==> src/rtl/reg_pkg.sv <==
// Shared definitions for the register-file building blocks.
// Optional feature macro used by the consumers of this package: NBIT_REGISTER_SAT_EN.
package reg_pkg;

    // Default register width, reused by the register file.
    localparam int unsigned REG_W = 8;

    // Function select encoding shared across the register file funsel bus.
    typedef enum logic [1:0] {
        FS_CLEAR = 2'b00,
        FS_LOAD  = 2'b01,
        FS_DEC   = 2'b10,
        FS_INC   = 2'b11
    } funsel_e;

endpackage

==> src/rtl/nbit_register_next.sv <==
// Combinational next-state calculator for nbit_register.
// Optional feature: NBIT_REGISTER_SAT_EN makes INC/DEC saturate and drives clip.
// Ports:
//   q      - current register contents
//   i      - load data
//   funsel - operation select (reg_pkg::funsel_e encoding)
//   e      - enable; 0 = hold
//   next_q - value to be registered on the next edge
//   clip   - (NBIT_REGISTER_SAT_EN only) INC/DEC was saturated
module nbit_register_next
    import reg_pkg::*;
#(
    parameter int unsigned NBits = REG_W
) (
    input  logic [NBits-1:0] q,
    input  logic [NBits-1:0] i,
    input  logic [1:0]       funsel,
    input  logic             e,
`ifdef NBIT_REGISTER_SAT_EN
    output logic             clip,
`endif
    output logic [NBits-1:0] next_q
);

    // Operation decode; an unknown funsel falls to the default and holds q.
    always_comb begin
        next_q = q;
`ifdef NBIT_REGISTER_SAT_EN
        clip   = 1'b0;
`endif
        if (e) begin
            case (funsel)
                FS_CLEAR: next_q = '0;
                FS_LOAD:  next_q = i;
`ifdef NBIT_REGISTER_SAT_EN
                FS_DEC: begin
                    if (q == '0) clip = 1'b1;
                    else         next_q = q - NBits'(1);
                end
                FS_INC: begin
                    if (q == '1) clip = 1'b1;
                    else         next_q = q + NBits'(1);
                end
`else
                FS_DEC:   next_q = q - NBits'(1);
                FS_INC:   next_q = q + NBits'(1);
`endif
                default:  next_q = q;
            endcase
        end
    end

endmodule

==> src/rtl/nbit_register.sv <==
// N-bit general-purpose register: clear / load / decrement / increment.
// Optional feature: NBIT_REGISTER_SAT_EN (saturating INC/DEC plus sat output).
// Ports:
//   clk    - clock, rising edge active
//   rst    - asynchronous active-high reset, loads RESET_VAL
//   e      - enable; 0 = hold
//   funsel - operation select (reg_pkg::funsel_e encoding)
//   i      - load data
//   q      - registered contents
//   sat    - (NBIT_REGISTER_SAT_EN only) previous INC/DEC was clipped
module nbit_register
    import reg_pkg::*;
#(
    parameter int unsigned     NBits     = REG_W,
    parameter logic [NBits-1:0] RESET_VAL = '0
) (
    input  logic             clk,
    input  logic             rst,
    input  logic             e,
    input  logic [1:0]       funsel,
    input  logic [NBits-1:0] i,
`ifdef NBIT_REGISTER_SAT_EN
    output logic             sat,
`endif
    output logic [NBits-1:0] q
);

    logic [NBits-1:0] next_q;
`ifdef NBIT_REGISTER_SAT_EN
    logic             clip;
`endif

    nbit_register_next #(
        .NBits (NBits)
    ) u_next (
        .q      (q),
        .i      (i),
        .funsel (funsel),
        .e      (e),
`ifdef NBIT_REGISTER_SAT_EN
        .clip   (clip),
`endif
        .next_q (next_q)
    );

    // State flops; reset takes effect immediately and overrides any operation.
    always_ff @(posedge clk or posedge rst) begin
        if (rst) begin
            q   <= RESET_VAL;
`ifdef NBIT_REGISTER_SAT_EN
            sat <= 1'b0;
`endif
        end else begin
            q   <= next_q;
`ifdef NBIT_REGISTER_SAT_EN
            sat <= clip;
`endif
        end
    end

endmodule

==> config.mk <==
export PLATFORM = sky130hd
export DESIGN_NAME = nbit_register
export DESIGN_NICKNAME = d
export VERILOG_FILES = /design/src/rtl/reg_pkg.sv /design/src/rtl/nbit_register_next.sv /design/src/rtl/nbit_register.sv
export SDC_FILE = /design/constraint.sdc
export NUM_CORES = 1
export LEC_CHECK = 0
export BUFFER_PORTS_ARGS = -buffer_cell sky130_fd_sc_hd__buf_4
export CAP_MARGIN = 20
export CORE_MARGIN = 2
export CORE_UTILIZATION = 47
export CTS_BUF_LIST = sky130_fd_sc_hd__clkbuf_2 sky130_fd_sc_hd__clkbuf_4 sky130_fd_sc_hd__clkbuf_8
export DETAILED_ROUTE_END_ITERATION = 16
export HOLD_SLACK_MARGIN = 0.1
export PLACE_DENSITY = 0.85
export SYNTH_ARGS = -nofsm -noshare
export SYNTH_HDL_FRONTEND = slang
export SYNTH_SLANG_ARGS = --single-unit
==> constraint.sdc <==
create_clock -name clk -period 1.7 [get_ports clk]
set_input_delay 0.085 -clock clk [delete_from_list [all_inputs] [get_ports clk]]
set_output_delay 0.085 -clock clk [all_outputs]
set_load 0.02 [all_outputs]
==> out/metrics.yaml <==
run_status:
  status: "complete, no violations"
route:
  dr.first_iter.drc_count: 14
  antenna_left: 0
  firstDrtPassIters: 4
  wl_per_cell_um: 13.3
  drt_wl_total_um: 1870
  num_vias: 761
  viasPerCell: 5.40
  drc: 0
yosys:
  yosysSeqAreaShare: 0.288
  postSynthCellCount: 89
  synth_top_cell_by_area: "dfrtp_1"
  syn_area_per_cell_um2: 7.82
  yosys.area.top_type_share: 0.288
  synthFlopType: "dfrtp_1"
  synth.most_common_cell: "a21oi_1"
  synth_fp_nets: 110
  synth_area_leaders: "dfrtp_1 (29%), ha_1 (13%), a21oi_1 (7.9%)"
  synth.top_cells.by_count: "a21oi_1 (11), nand2_1 (10), dfrtp_1 (8)"
  synth_edf_count: 0
  ys_types: 26
  yosys_register_bits: 8
  netlist_area_um2: 696
  synthArstFlopShare: 1.00
  yosysWarnings: 0
sta:
  setup_viol: 0
  worst_slew_pin_slew_ns: 0.372
  tns_ns: 0
  fin_skew_ns: 0.00918
  timing.slew.headroom: 0.751
  grt_setup_unrepaired: "yes"
  period_minus_slack_ns: 1.69
  hold_viol_final: 0
  drv_slew: 0
  period_share: 0.993
  max_freq_mhz: 592
setup_path:
  rr_worst_depth: 6
  start_kind: "register"
  crit_type: "register to register"
  crit_buf_inv: 0
  r2r-start: "q[2]$_DFFE_PP0P_"
  cpPeakStageDelay_ns: 0.42
  slowest_stage: "dfrtp_2"
  r2r_slack_ns: 0.01
  critPathRequiredTime_ns: 1.83
  endpoint_kind: "register"
  arrival_ns: 1.82
  path_cells: "ha_4 > nor2b_1 > o21a_1 > or3_1 > a32oi_1 > a21oi_1"
  cp_max_fo: 4
  cp_top_family: "compound AO/OA/AOI/OAI gates"
  rr_endpoint: "q[4]$_DFFE_PP0P_"
job:
  cap_viol_max_count: 0
final_layout:
  syn2layout_area_growth_pct: 49.5
  drive_above_1_share: 0.373
  reg.largest.list: "q (8)"
  largest_reg_flops: 8
  n_antenna_cell: 0
  top_register: "q"
  final_nets: 148
placed_design:
  port_buffers: 20
  hpwl_um: 1410
  gp_congestion: 0.870
clock_tree:
  root_buffer: "clkbuf_4"
  cts.clk_slew.worst_paths_ns: 0.06
  tritoncts: "yes"
  cts_buffers: 3
  clock-sinks: 8
  cts_buffer_depth: 2
  clk-insertion-delay-late_ns: 0.25
  htreeDepth: 1
worst_hold_path:
  holdPathEnd: "q[5]$_DFFE_PP0P_"
  hp-start: "i[5]"
  hold_class: "primary input to register"
  hold_path_depth: 3
floorplanning:
  coreArea_mm2: 0.00133
  io_pins: 21
  fp.dieW_um: 42.5
  start_util: 0.522
  fp.dieArea_mm2: 0.00180
  dieHeight_um: 42.5
  std_cell_rows: 13
power_and_ir_drop:
  p_comb_frac: 0.581
  p_sw_frac: 0.395
  p_leak_nw: 0.498
  p_switching_w: 0.000432
  power_w: 0.00110
  p_clk_frac: 0.159
  p_int_w: 0.000663
  p_per_area_mw_per_mm2: 1050
  vdd_drop_max_v: 0.000868
  p_seq_frac: 0.261
global_routing:
  grt_pass1_vias: 739
  grt_pass1_wl_um: 3120
  grt.total_usage: 0.224
  grt_overflow: 0
  antenna_found_initial: 0
  grt_max_degree: 19
## routing by layer
layer  wire (um)  GRT usage
met4          14      0.100
met3          93     0.0345
met5           0          0
met2         960      0.357
met1         805      0.298
## worst max path at each step
stage                          start          endpoint  slack (ns)  cells past startpoint
floorplan           q[2]$_DFFE_PP0P_  q[4]$_DFFE_PP0P_       0.003                      6
global placement           funsel[1]  q[4]$_DFFE_PP0P_       -0.03                      8
detailed placement         funsel[1]  q[7]$_DFFE_PP0P_       -0.11                      8
CTS                 q[2]$_DFFE_PP0P_  q[4]$_DFFE_PP0P_       0.008                      6
global route        q[2]$_DFFE_PP0P_  q[4]$_DFFE_PP0P_       -0.05                      6
finish              q[2]$_DFFE_PP0P_  q[4]$_DFFE_PP0P_        0.01                      6
## worst reg2reg max path: stages (launching register included)
cell	delay, ns
dfrtp_2	0.42
ha_4	0.24
nor2b_1	0.13
o21a_1	0.19
or3_1	0.31
a32oi_1	0.19
a21oi_1	0.08
## cell type report
cell class | count | area [um^2]
clock buffer | 4 | 30.0
fill | 97 | 294
inverter | 7 | 26.3
multi-input combinational | 70 | 479
sequential | 8 | 203
tap | 15 | 18.8
timing repair buffer | 37 | 283
## through the flow
step	instances	setup slack [ns]	area (um^2)	util	hold WS, ns
after CTS	140	0.00757	1020	0.764	0.101
after global placement	133	-0.0318	961	0.720	0.0559
after detailed placement	133	-0.109	961	0.720	0.0655
final	141	0.0117	1040	0.780	0.104
after floorplan	89	0.00348	711	-	-0.0995
after global routing	141	-0.0484	1040	0.780	0.133
## cells by family (layout without fill, tap and decap cells)
group,count (synthesis),in the layout,synth area share
AND/OR/NAND/NOR,32,32,0.225
AO/OA/AOI/OAI,27,27,0.234
buffers and inverters,11,48,0.0611
flip-flops,8,8,0.288
adder cells (fa/ha/maj),8,8,0.155
XOR/XNOR,3,3,0.0378
## power by group through the flow
stage / Combinational (W) / Clock, W / Sequential, W
2_1_floorplan: 0.000298 / 0 / 0.000342
3_3_place_gp: 0.000566 / 0 / 0.000288
3_5_place_dp: 0.000590 / 0 / 0.000291
4_1_cts: 0.000608 / 0.000178 / 0.000285
5_1_grt: 0.000700 / 0.000188 / 0.000294
6_report: 0.000636 / 0.000174 / 0.000285
## layout by cell type, fill, tap and decap left out, types with 2 or more instances in the layout
cell type	netlist	final
dfrtp_1	8	6
a21oi_1	11	8
nand2b_1	2	2
a22oi_1	3	3
nor2_1	5	5
inv_1	7	6
dfrtp_2	0	2
nand3b_1	3	3
nand2_1	10	10
nor3_1	4	4
nor2b_1	3	3
dlygate4sd3_1	0	2
clkbuf_4	0	4
xor2_1	2	2
nand3_1	4	4
ha_1	7	6
o21ai_0	6	5
a21oi_2	0	3
buf_4	0	35
## timing repair
| item | CTS | global route |
|---|---|---|
| gates resized for setup | 1 | 6 |
| buffers inserted | 1 | 1 |
| endpoints found under the setup margin | 2 | 4 |
| pin swaps | 1 | 3 |
| hold buffers | 2 | 0 |
| endpoints found under the hold margin | 9 | 0 |
Power figures use the tool's default switching activity.
